## src/rtl/deserializer_pkg.sv

```systemverilog
// Shared definitions for the SPI-side frame receiver: field-width defaults,
// opcode encodings and the clog2 helper also used by the serializer.
package deserializer_pkg;

    localparam int ADDRW_DEF   = 8;
    localparam int OPCODEW_DEF = 2;
    localparam int SYNC_DEF    = 2;

    localparam logic [1:0] OP_READ  = 2'b00;
    localparam logic [1:0] OP_WRITE = 2'b01;
    localparam logic [1:0] OP_BURST = 2'b10;
    localparam logic [1:0] OP_CTRL  = 2'b11;

    function automatic int clog2(input int value);
        int r;
        r = 0;
        while ((1 << r) < value) begin
            r = r + 1;
        end
        return (r < 1) ? 1 : r;
    endfunction

endpackage

```

## src/rtl/deserializer_if.sv

```systemverilog
// Frame receiver bus: asynchronous SPI pins in, one-deep frame handshake out.
interface deserializer_if
    import deserializer_pkg::*;
#(
    parameter int ADDRW   = ADDRW_DEF,
    parameter int OPCODEW = OPCODEW_DEF
) ();

    logic               n_cs;
    logic               spi_clk;
    logic               mosi;
    logic               ready_in;
    logic               valid_out;
    logic [OPCODEW-1:0] opcode;
    logic [ADDRW-1:0]   addr;
    logic               overrun;

    modport master (
        input  n_cs, spi_clk, mosi, ready_in,
        output valid_out, opcode, addr, overrun
    );

    modport slave (
        output n_cs, spi_clk, mosi, ready_in,
        input  valid_out, opcode, addr, overrun
    );

endinterface

```

## src/rtl/deserializer_sync_edge_det.sv

```systemverilog
// SYNC-deep synchronizer with one extra history flop producing single-clk
// rise/fall pulses on the synchronized signal.
module deserializer_sync_edge_det #(
    parameter int SYNC = 2
) (
    input  logic clk,
    input  logic rst,
    input  logic i_d,
    output logic o_q,
    output logic o_rise,
    output logic o_fall
);

    logic [SYNC-1:0] r_sync;
    logic            r_prev;

    // Synchronizer chain followed by the previous-value flop.
    always_ff @(posedge clk) begin
        if (rst) begin
            r_sync <= '0;
            r_prev <= 1'b0;
        end else begin
            r_sync <= {r_sync[SYNC-2:0], i_d};
            r_prev <= r_sync[SYNC-1];
        end
    end

    assign o_q    = r_sync[SYNC-1];
    assign o_rise = !r_prev &&  r_sync[SYNC-1];
    assign o_fall =  r_prev && !r_sync[SYNC-1];

endmodule

```

## src/rtl/deserializer.sv

```systemverilog
// SPI receiver: samples MOSI on synchronized rising spi_clk while n_cs is low,
// assembles MSB-first {opcode, addr} frames and offers them over valid/ready.
module deserializer
    import deserializer_pkg::*;
#(
    parameter int ADDRW   = ADDRW_DEF,
    parameter int OPCODEW = OPCODEW_DEF,
    parameter int SYNC    = SYNC_DEF
) (
    input  logic           clk,
    input  logic           rst,
    deserializer_if.master bus
);

    localparam int SHIFT_W = OPCODEW + ADDRW;
    localparam int CNT_W   = clog2(SHIFT_W);

    logic [SYNC-1:0]    r_ncs_sync;
    logic [SYNC-1:0]    r_mosi_sync;
    logic [SHIFT_W-2:0] r_shreg;
    logic [CNT_W-1:0]   r_cnt;
    logic               r_valid;
    logic [OPCODEW-1:0] r_opcode;
    logic [ADDRW-1:0]   r_addr;
    logic               r_overrun;

    logic               w_spi_rise;
    logic               w_spi_q_unused;
    logic               w_spi_fall_unused;
    logic               w_cs_act;
    logic               w_mosi_s;
    logic               w_shift;
    logic               w_done;
    logic               w_load;
    logic [SHIFT_W-1:0] w_word;

    deserializer_sync_edge_det #(.SYNC(SYNC)) u_spi_clk_sync (
        .clk    (clk),
        .rst    (rst),
        .i_d    (bus.spi_clk),
        .o_q    (w_spi_q_unused),
        .o_rise (w_spi_rise),
        .o_fall (w_spi_fall_unused)
    );

    // Same depth as the spi_clk chain so data and select line up with the edge.
    always_ff @(posedge clk) begin
        if (rst) begin
            r_ncs_sync  <= '0;
            r_mosi_sync <= '0;
        end else begin
            r_ncs_sync  <= {r_ncs_sync[SYNC-2:0], bus.n_cs};
            r_mosi_sync <= {r_mosi_sync[SYNC-2:0], bus.mosi};
        end
    end

    assign w_cs_act = !r_ncs_sync[SYNC-1];
    assign w_mosi_s = r_mosi_sync[SYNC-1];
    assign w_shift  = w_spi_rise && w_cs_act;
    assign w_done   = w_shift && (r_cnt == CNT_W'(SHIFT_W - 1));
    assign w_word   = {r_shreg, w_mosi_s};
    assign w_load   = w_done && (!r_valid || bus.ready_in);

    // Shift register and bit counter; deselect abandons any partial frame.
    always_ff @(posedge clk) begin
        if (rst) begin
            r_shreg <= '0;
            r_cnt   <= '0;
        end else if (!w_cs_act) begin
            r_cnt   <= '0;
        end else if (w_shift) begin
            r_shreg <= w_word[SHIFT_W-2:0];
            r_cnt   <= w_done ? '0 : r_cnt + CNT_W'(1);
        end
    end

    // Output register: a completion may refill it in the same cycle it is consumed.
    always_ff @(posedge clk) begin
        if (rst) begin
            r_valid   <= 1'b0;
            r_opcode  <= '0;
            r_addr    <= '0;
            r_overrun <= 1'b0;
        end else begin
            if (w_load) begin
                r_valid  <= 1'b1;
                r_opcode <= w_word[SHIFT_W-1:ADDRW];
                r_addr   <= w_word[ADDRW-1:0];
            end else if (r_valid && bus.ready_in) begin
                r_valid  <= 1'b0;
            end
            r_overrun <= w_done && r_valid && !bus.ready_in;
        end
    end

    assign bus.valid_out = r_valid;
    assign bus.opcode    = r_opcode;
    assign bus.addr      = r_addr;
    assign bus.overrun   = r_overrun;

endmodule

```

## src/flat_wrapper.sv

```systemverilog
// flat-port wrapper written by rule: the top's interface ports become plain ports
module deserializer_flat import deserializer_pkg::*;
#(
    parameter int ADDRW   = ADDRW_DEF,
    parameter int OPCODEW = OPCODEW_DEF,
    parameter int SYNC    = SYNC_DEF
)
  (clk, rst, bus_n_cs, bus_spi_clk, bus_mosi, bus_ready_in, bus_valid_out, bus_opcode, bus_addr, bus_overrun);
  deserializer_if #(.ADDRW(ADDRW), .OPCODEW(OPCODEW)) bus_i ();
  input  logic clk;
  input  logic rst;
  input wire logic [$bits(bus_i.n_cs)-1:0] bus_n_cs;
  input wire logic [$bits(bus_i.spi_clk)-1:0] bus_spi_clk;
  input wire logic [$bits(bus_i.mosi)-1:0] bus_mosi;
  input wire logic [$bits(bus_i.ready_in)-1:0] bus_ready_in;
  output wire logic [$bits(bus_i.valid_out)-1:0] bus_valid_out;
  output wire logic [$bits(bus_i.opcode)-1:0] bus_opcode;
  output wire logic [$bits(bus_i.addr)-1:0] bus_addr;
  output wire logic [$bits(bus_i.overrun)-1:0] bus_overrun;
  assign bus_i.n_cs = bus_n_cs;
  assign bus_i.spi_clk = bus_spi_clk;
  assign bus_i.mosi = bus_mosi;
  assign bus_i.ready_in = bus_ready_in;
  assign bus_valid_out = bus_i.valid_out;
  assign bus_opcode = bus_i.opcode;
  assign bus_addr = bus_i.addr;
  assign bus_overrun = bus_i.overrun;
  deserializer #(.ADDRW(ADDRW), .OPCODEW(OPCODEW), .SYNC(SYNC)) u_core (.clk(clk), .rst(rst), .bus(bus_i));
endmodule
```

## config.mk

```make
export PLATFORM = sky130hd
export DESIGN_NAME = deserializer_flat
export DESIGN_NICKNAME = d
export VERILOG_FILES = /design/src/rtl/deserializer_pkg.sv /design/src/rtl/deserializer_if.sv /design/src/rtl/deserializer_sync_edge_det.sv /design/src/rtl/deserializer.sv /design/src/flat_wrapper.sv
export SDC_FILE = /design/constraint.sdc
export NUM_CORES = 1
export LEC_CHECK = 0
export CAP_MARGIN = 10
export CORE_MARGIN = 2
export CORE_UTILIZATION = 29
export CTS_CLUSTER_DIAMETER = 80
export CTS_CLUSTER_SIZE = 12
export DETAILED_ROUTE_END_ITERATION = 8
export PLACE_DENSITY = 0.58
export SLEW_MARGIN = 15
export SYNTH_ARGS = -nofsm -noshare
export SYNTH_HDL_FRONTEND = slang
export SYNTH_SLANG_ARGS = --single-unit
```

## constraint.sdc

```tcl
create_clock -name clk -period 1.4 [get_ports clk]
set_input_delay 0.28 -clock clk [delete_from_list [all_inputs] [get_ports clk]]
set_output_delay 0.28 -clock clk [all_outputs]
set_load 0.05 [all_outputs]
```

---- Yosys cells after proc, flatten, opt, wreduce, memory -nomap -nowiden ----
Index checks and enable logic that the tools add are counted.
word-level totals
  bits in read-only memories .............. 0
  memories ................................ 0
  register bits after elaboration ......... 32
  input port bits ......................... 6
  RAM bits ................................ 0
  logic and storage cells ................. 31
  latch bits .............................. 0
  output and inout port bits .............. 12
operators by class
  divide/modulo/power cells ............... 0
  $add $sub $neg .......................... 1
  shift-type cells ........................ 0
  equal/unequal tests ..................... 1
  mux-type cells .......................... 3
  bitwise operators ....................... 1
  magnitude comparators ................... 0
  reductions and logical operators ........ 15
  multiply operators ...................... 0
operators by type and width
  cell                   count
  $logic_and A1 B1 Y1    7
  $add A4 B1 Y4 const B  1
  $eq A4 B4 Y1 const B   1
  $logic_not A1 Y1       4
  $mux W4                1
  $mux W1                2
  $reduce_and A2 Y1      1
  $reduce_bool A2 Y1     1
  $reduce_or A2 Y1       1
  $logic_or A1 B1 Y1     1
  $not A1 Y1             1

---- Longest topological paths before layout ----
  word-level depth ........................ 6
  gate-level depth with buffers ........... 6
  depth with buffers taken out ............ 5

---- Modules after synthesis ----
A second synthesis with hierarchy kept.
unflattened totals
  cells, all modules ...................... 129
  area total of the unflattened synthesis .. 1,242.4 um2
by module, submodules not included
  module                      times used  area an instance (um2)  cells an instance  seq. area each (um2)
  deserializer                1           1,151.1                 121                580.6
  deserializer_sync_edge_det  1           91.3                    8                  60.1

---- Least setup slack after synthesis ----
OpenSTA, ideal clock, no wires.
  kind .................................... reg2reg
  start point ............................. reg u_core.r_valid, in the netlist u_core.bus.valid_out
  end point ............................... reg u_core.r_addr[0], in the netlist u_core.bus.addr[0]
  cell stages (with the launch flop) ...... 5
  data arrival time ....................... 1.173 ns
  buffers on the path ..................... 1
  path slack .............................. 0.108 ns
  period minus slack after synthesis ...... 1.292 ns
  required time ........................... 1.280 ns
  setup time .............................. 0.120 ns
  cells stage by stage .................... dfxtp_1 > nand2b_1 > nor3b_2 > buf_6 > mux2i_1
on the way
  longest elaborated chain between the ends .. 3
RTL lines
  element                 RTL line            RTL
  start, declared         deserializer.sv:22  logic r_valid;
  start signal, assigned  deserializer.sv:80  r_valid <= 1'b0;
  start signal, assigned  deserializer.sv:86  r_valid <= 1'b1;
  start signal, assigned  deserializer.sv:90  r_valid <= 1'b0;
  $logic_not A1 Y1        deserializer.sv:62  assign w_load = w_done && (!r_valid || bus.ready_in);
  $logic_or A1 B1 Y1      deserializer.sv:62
  $logic_and A1 B1 Y1     deserializer.sv:62
  end signal, assigned    deserializer.sv:88  r_addr <= w_word[ADDRW-1:0];
  end, declared           deserializer.sv:24  logic [ADDRW-1:0] r_addr;
Every way passes these cells.
A chain may end at the register's enable or synchronous reset.

---- Final worst setup path ----
  start point ............................. reg u_core.r_cnt[1]
  end point ............................... reg u_core.r_addr[2], in the netlist u_core.bus.addr[2]
on the way
  longest elaborated chain between the ends .. 3
RTL lines
  element                 RTL line            RTL
  start, declared         deserializer.sv:21  logic [CNT_W-1:0] r_cnt;
  start signal, assigned  deserializer.sv:73  r_cnt <= w_done ? '0 : r_cnt + CNT_W'(1);
  $eq A4 B4 Y1            deserializer.sv:60  assign w_done = w_shift && (r_cnt == CNT_W'(SHIFT_W - 1));
  $logic_and A1 B1 Y1     deserializer.sv:60
  $logic_and A1 B1 Y1     deserializer.sv:62
Every way passes these cells.

==> metrics.log <==
[metrics] Worst Path Buf+Inv: 2
[metrics] worst slew margin relative to its limit: 78.6%
[metrics] Chip Height: 69.9 µm
[metrics] total instance count after detailed placement: 197
[metrics] count of port buffers added during placement: 17
[metrics] Final Non-Filler Cells: 209
[metrics] worst path cell trace: inv_2 -> ha_4 -> nand4bb_4 -> nor3b_4 -> buf_4 -> mux2i_1
[metrics] Routability Congestion: 0.737
[metrics] number of stages on the worst setup path: 6
[metrics] Worst IR Drop VDD: 0.600 mV
[metrics] Die Footprint: 4880 µm²
[metrics] DIE WIDTH: 69.9 µm
[metrics] power density normalized to cell area: 1020 nW/µm²
[metrics] layout overhead on the synthesized area: 46.7%
[metrics] Worst EP required: 1.61 ns
[metrics] number of pins exceeding their max-slew limit in the final report: 0
[metrics] initial core utilization: 30.8%
[metrics] wire per inst: 11.1 µm
[metrics] DRC violations left: 0
[metrics] CTS Sinks: 32
[metrics] slowest stage cell on the critical path: sky130_fd_sc_hd__dfxtp_2
[metrics] ANT cells: 0
[metrics] clock skew: 0.00847 ns
[metrics] Cells on Worst Hold Path: 1
[metrics] maximum number of buffers from clock root to sink: 2
[metrics] count of pins on the block boundary: 18
[metrics] per-instance average area after synthesis: 9.83 µm²
[metrics] final-layout fill cell count: 391
[metrics] Placeable Area: 4090 µm²
[metrics] clock transition at the registers of the reported paths: 0.07 ns
[metrics] critical path startpoint category: flip-flop
[metrics] Fin. Hold Viols: 0
[metrics] H-Tree Level Count: 2
[metrics] max-capacitance violation count: 0
[metrics] min-delay worst type: reg2reg
[metrics] Critical Path Fanout Max: 5
[metrics] GRT Resource Usage Total: 10.1%
[metrics] commonest cells after routing, fill and taps aside: sky130_fd_sc_hd__dfxtp_1, sky130_fd_sc_hd__nand2b_1, sky130_fd_sc_hd__buf_12, sky130_fd_sc_hd__a21oi_1
[metrics] Synth Register Bits: 32
[metrics] cell area after layout: 1850 µm²
[metrics] Final Routed Wirelength: 2.31 mm
[metrics] ANT nets after route: 0
[metrics] grt total ovfl: 0
[metrics] status: completed
[metrics] TritonCTS clock tree: done
[metrics] setup repair after global routing missed its margin: true
[metrics] Static Leakage: 0.634 nW
[metrics] peak clock frequency supported by timing: 731 MHz
[metrics] CP peak stage delay: 0.33 ns
[metrics] type of the setup path with the least slack: reg2reg
[metrics] depth of the most critical reg-to-reg path: 6
[metrics] Core Rows: 23
[metrics] clock period minus final worst setup slack: 1.37 ns
[metrics] wire length of the first global-routing pass: 3.91 mm
[metrics] fraction of final layout cells sized beyond drive strength 1: 25.8%
[metrics] final HPWL from detailed placement: 1.51 mm
[metrics] Total Power Consumption: 0.00189 W
[metrics] Synth Net Count: 136
[metrics] arrival time at the worst endpoint: 1.57 ns
[metrics] setup violation total in the final timing report: 0
[metrics] Final #Nets: 166
[metrics] cells after synthesis: 128
[metrics] cell area after technology mapping: 1260 µm²
[metrics] final period utilization: 97.7%
[metrics] detailed-routing iteration count for the pre-antenna-repair pass: 4
[metrics] iteration-0 DRC count of the detailed router: 40
[metrics] via count of the first global-routing pass: 876
[metrics] Yosys warnings: 0
[metrics] latest clock arrival within the worst-skew pair: 0.29 ns
[metrics] maximum number of pins on one net before global-route repair: 32
[metrics] Via Count: 919
[metrics] placement-stage cell area: 1670 µm²
[metrics] fraction of the yosys area taken by sequential cells: 50.9%
[metrics] unique cell type count in the Yosys netlist: 23
[metrics] via density per instance: 4.40
[metrics] leading cell type in the layout, fill and taps excluded: sky130_fd_sc_hd__dfxtp_1
[metrics] slew of the pin with the lowest slew margin: 0.321 ns
[metrics] root buffer selected by CTS: sky130_fd_sc_hd__clkbuf_8
[metrics] critical path's top delay family: simple AND/OR/NAND/NOR gates
[metrics] TritonCTS buffer count: 5
[metrics] antenna violations before repair: 0
[metrics] endpoint type of the worst setup path: flip-flop
[final cells by class]
type | count | area (µm²) | share of cell area (%)
multi-input cells | 88 | 602 | 32.6
repair buffers | 30 | 424 | 23.0
clock inverters | 3 | 42.5 | 2.30
inverters | 1 | 3.75 | 0.203
well taps | 50 | 62.6 | 3.39
clock buffers | 5 | 68.8 | 3.73
flip-flops and latches | 32 | 643 | 34.8
[cell usage after synthesis]
cell type	n	area (µm²)
sky130_fd_sc_hd__nand2_1	9	33.8
sky130_fd_sc_hd__xnor2_1	1	8.76
sky130_fd_sc_hd__clkbuf_1	5	18.8
sky130_fd_sc_hd__dfxtp_1	32	641
sky130_fd_sc_hd__nand2b_1	23	144
sky130_fd_sc_hd__ha_1	2	25.0
sky130_fd_sc_hd__nand3_1	1	5.00
sky130_fd_sc_hd__inv_1	1	3.75
sky130_fd_sc_hd__or3_1	1	6.26
sky130_fd_sc_hd__nor3b_2	2	25.0
sky130_fd_sc_hd__o21ai_0	10	50.1
sky130_fd_sc_hd__nand3b_1	1	7.51
sky130_fd_sc_hd__mux2i_1	10	100
sky130_fd_sc_hd__nor3_1	1	5.00
sky130_fd_sc_hd__xor2_1	1	8.76
sky130_fd_sc_hd__a211oi_1	1	7.51
sky130_fd_sc_hd__nor2b_1	8	50.1
sky130_fd_sc_hd__nor2_1	4	15.0
sky130_fd_sc_hd__a21oi_1	11	55.1
sky130_fd_sc_hd__nand4bb_4	1	27.5
sky130_fd_sc_hd__buf_2	1	5.00
sky130_fd_sc_hd__o21ai_1	1	5.00
sky130_fd_sc_hd__buf_6	1	11.3
[worst paths after layout]
path                     endpoint  slack (ns)                  from
min reg2reg  u_core.r_ncs_sync[1]        0.44  u_core.r_ncs_sync[0]
min          u_core.r_ncs_sync[1]        0.44  u_core.r_ncs_sync[0]
max reg2reg    u_core.bus.addr[2]        0.03       u_core.r_cnt[1]
max            u_core.bus.addr[2]        0.03       u_core.r_cnt[1]
[sequential cells by signal (all words and copies together) (netlist names)]
signal                        cells
u_core.bus.addr                   8
u_core.bus.opcode                 2
u_core.bus.overrun                1
u_core.bus.valid_out              1
u_core.r_cnt                      4
u_core.r_mosi_sync                2
u_core.r_ncs_sync                 2
u_core.r_shreg                    9
u_core.u_spi_clk_sync.r_prev      1
u_core.u_spi_clk_sync.r_sync      2
[where the power goes]
group	switching, W	internal [W]	total, W
registers	0.00000646	0.000923	0.000929
clock network	0.000345	0.000526	0.000871
logic	0.0000421	0.0000509	0.0000930
[per-stage QoR]
stage / TNS (ns) / setup slack [ns] / hold slack [ns] / util [%]
after global placement: -0.971 / -0.100 / 0.418 / 40.8
final: 0 / 0.0324 / 0.438 / 45.2
after detailed placement: -1.16 / -0.148 / 0.426 / 40.8
after floorplan: 0 / 0.108 / 0.408 / -
after CTS: 0 / 0.00647 / 0.441 / 45.3
after global routing: -0.527 / -0.0672 / 0.463 / 45.2
[what timing repair did]
action,in CTS,in global routing
pin swaps,1,2
buffers inserted,2,2
cloned,1,0
endpoints found under the setup margin,6,10
hold buffers,0,0
resized for setup,6,3
[layer usage]
| layer | part of all wire [%] | track usage, % |
|---|---|---|
| met1 | 46 | 12.2 |
| met2 | 46 | 15.7 |
| met3 | 5.7 | 3.61 |
| met4 | 2.2 | 5.77 |
| met5 | 0 | 0 |
[kinds of logic (layout without fill, tap and decap cells)]
logic type	count (synthesis)	after routing	share of synthesized area, %
buffers and inverters	8	39	3.08
adders and majority gates	2	2	1.99
and+or+nand+nor	51	51	25.3
xor gates and xnor gates	2	2	1.39
AOI/OAI and AO/OA	23	23	9.34
DFF	32	32	50.9
muxes	10	10	7.95
Note: power is estimated with default switching activity, not from simulation.
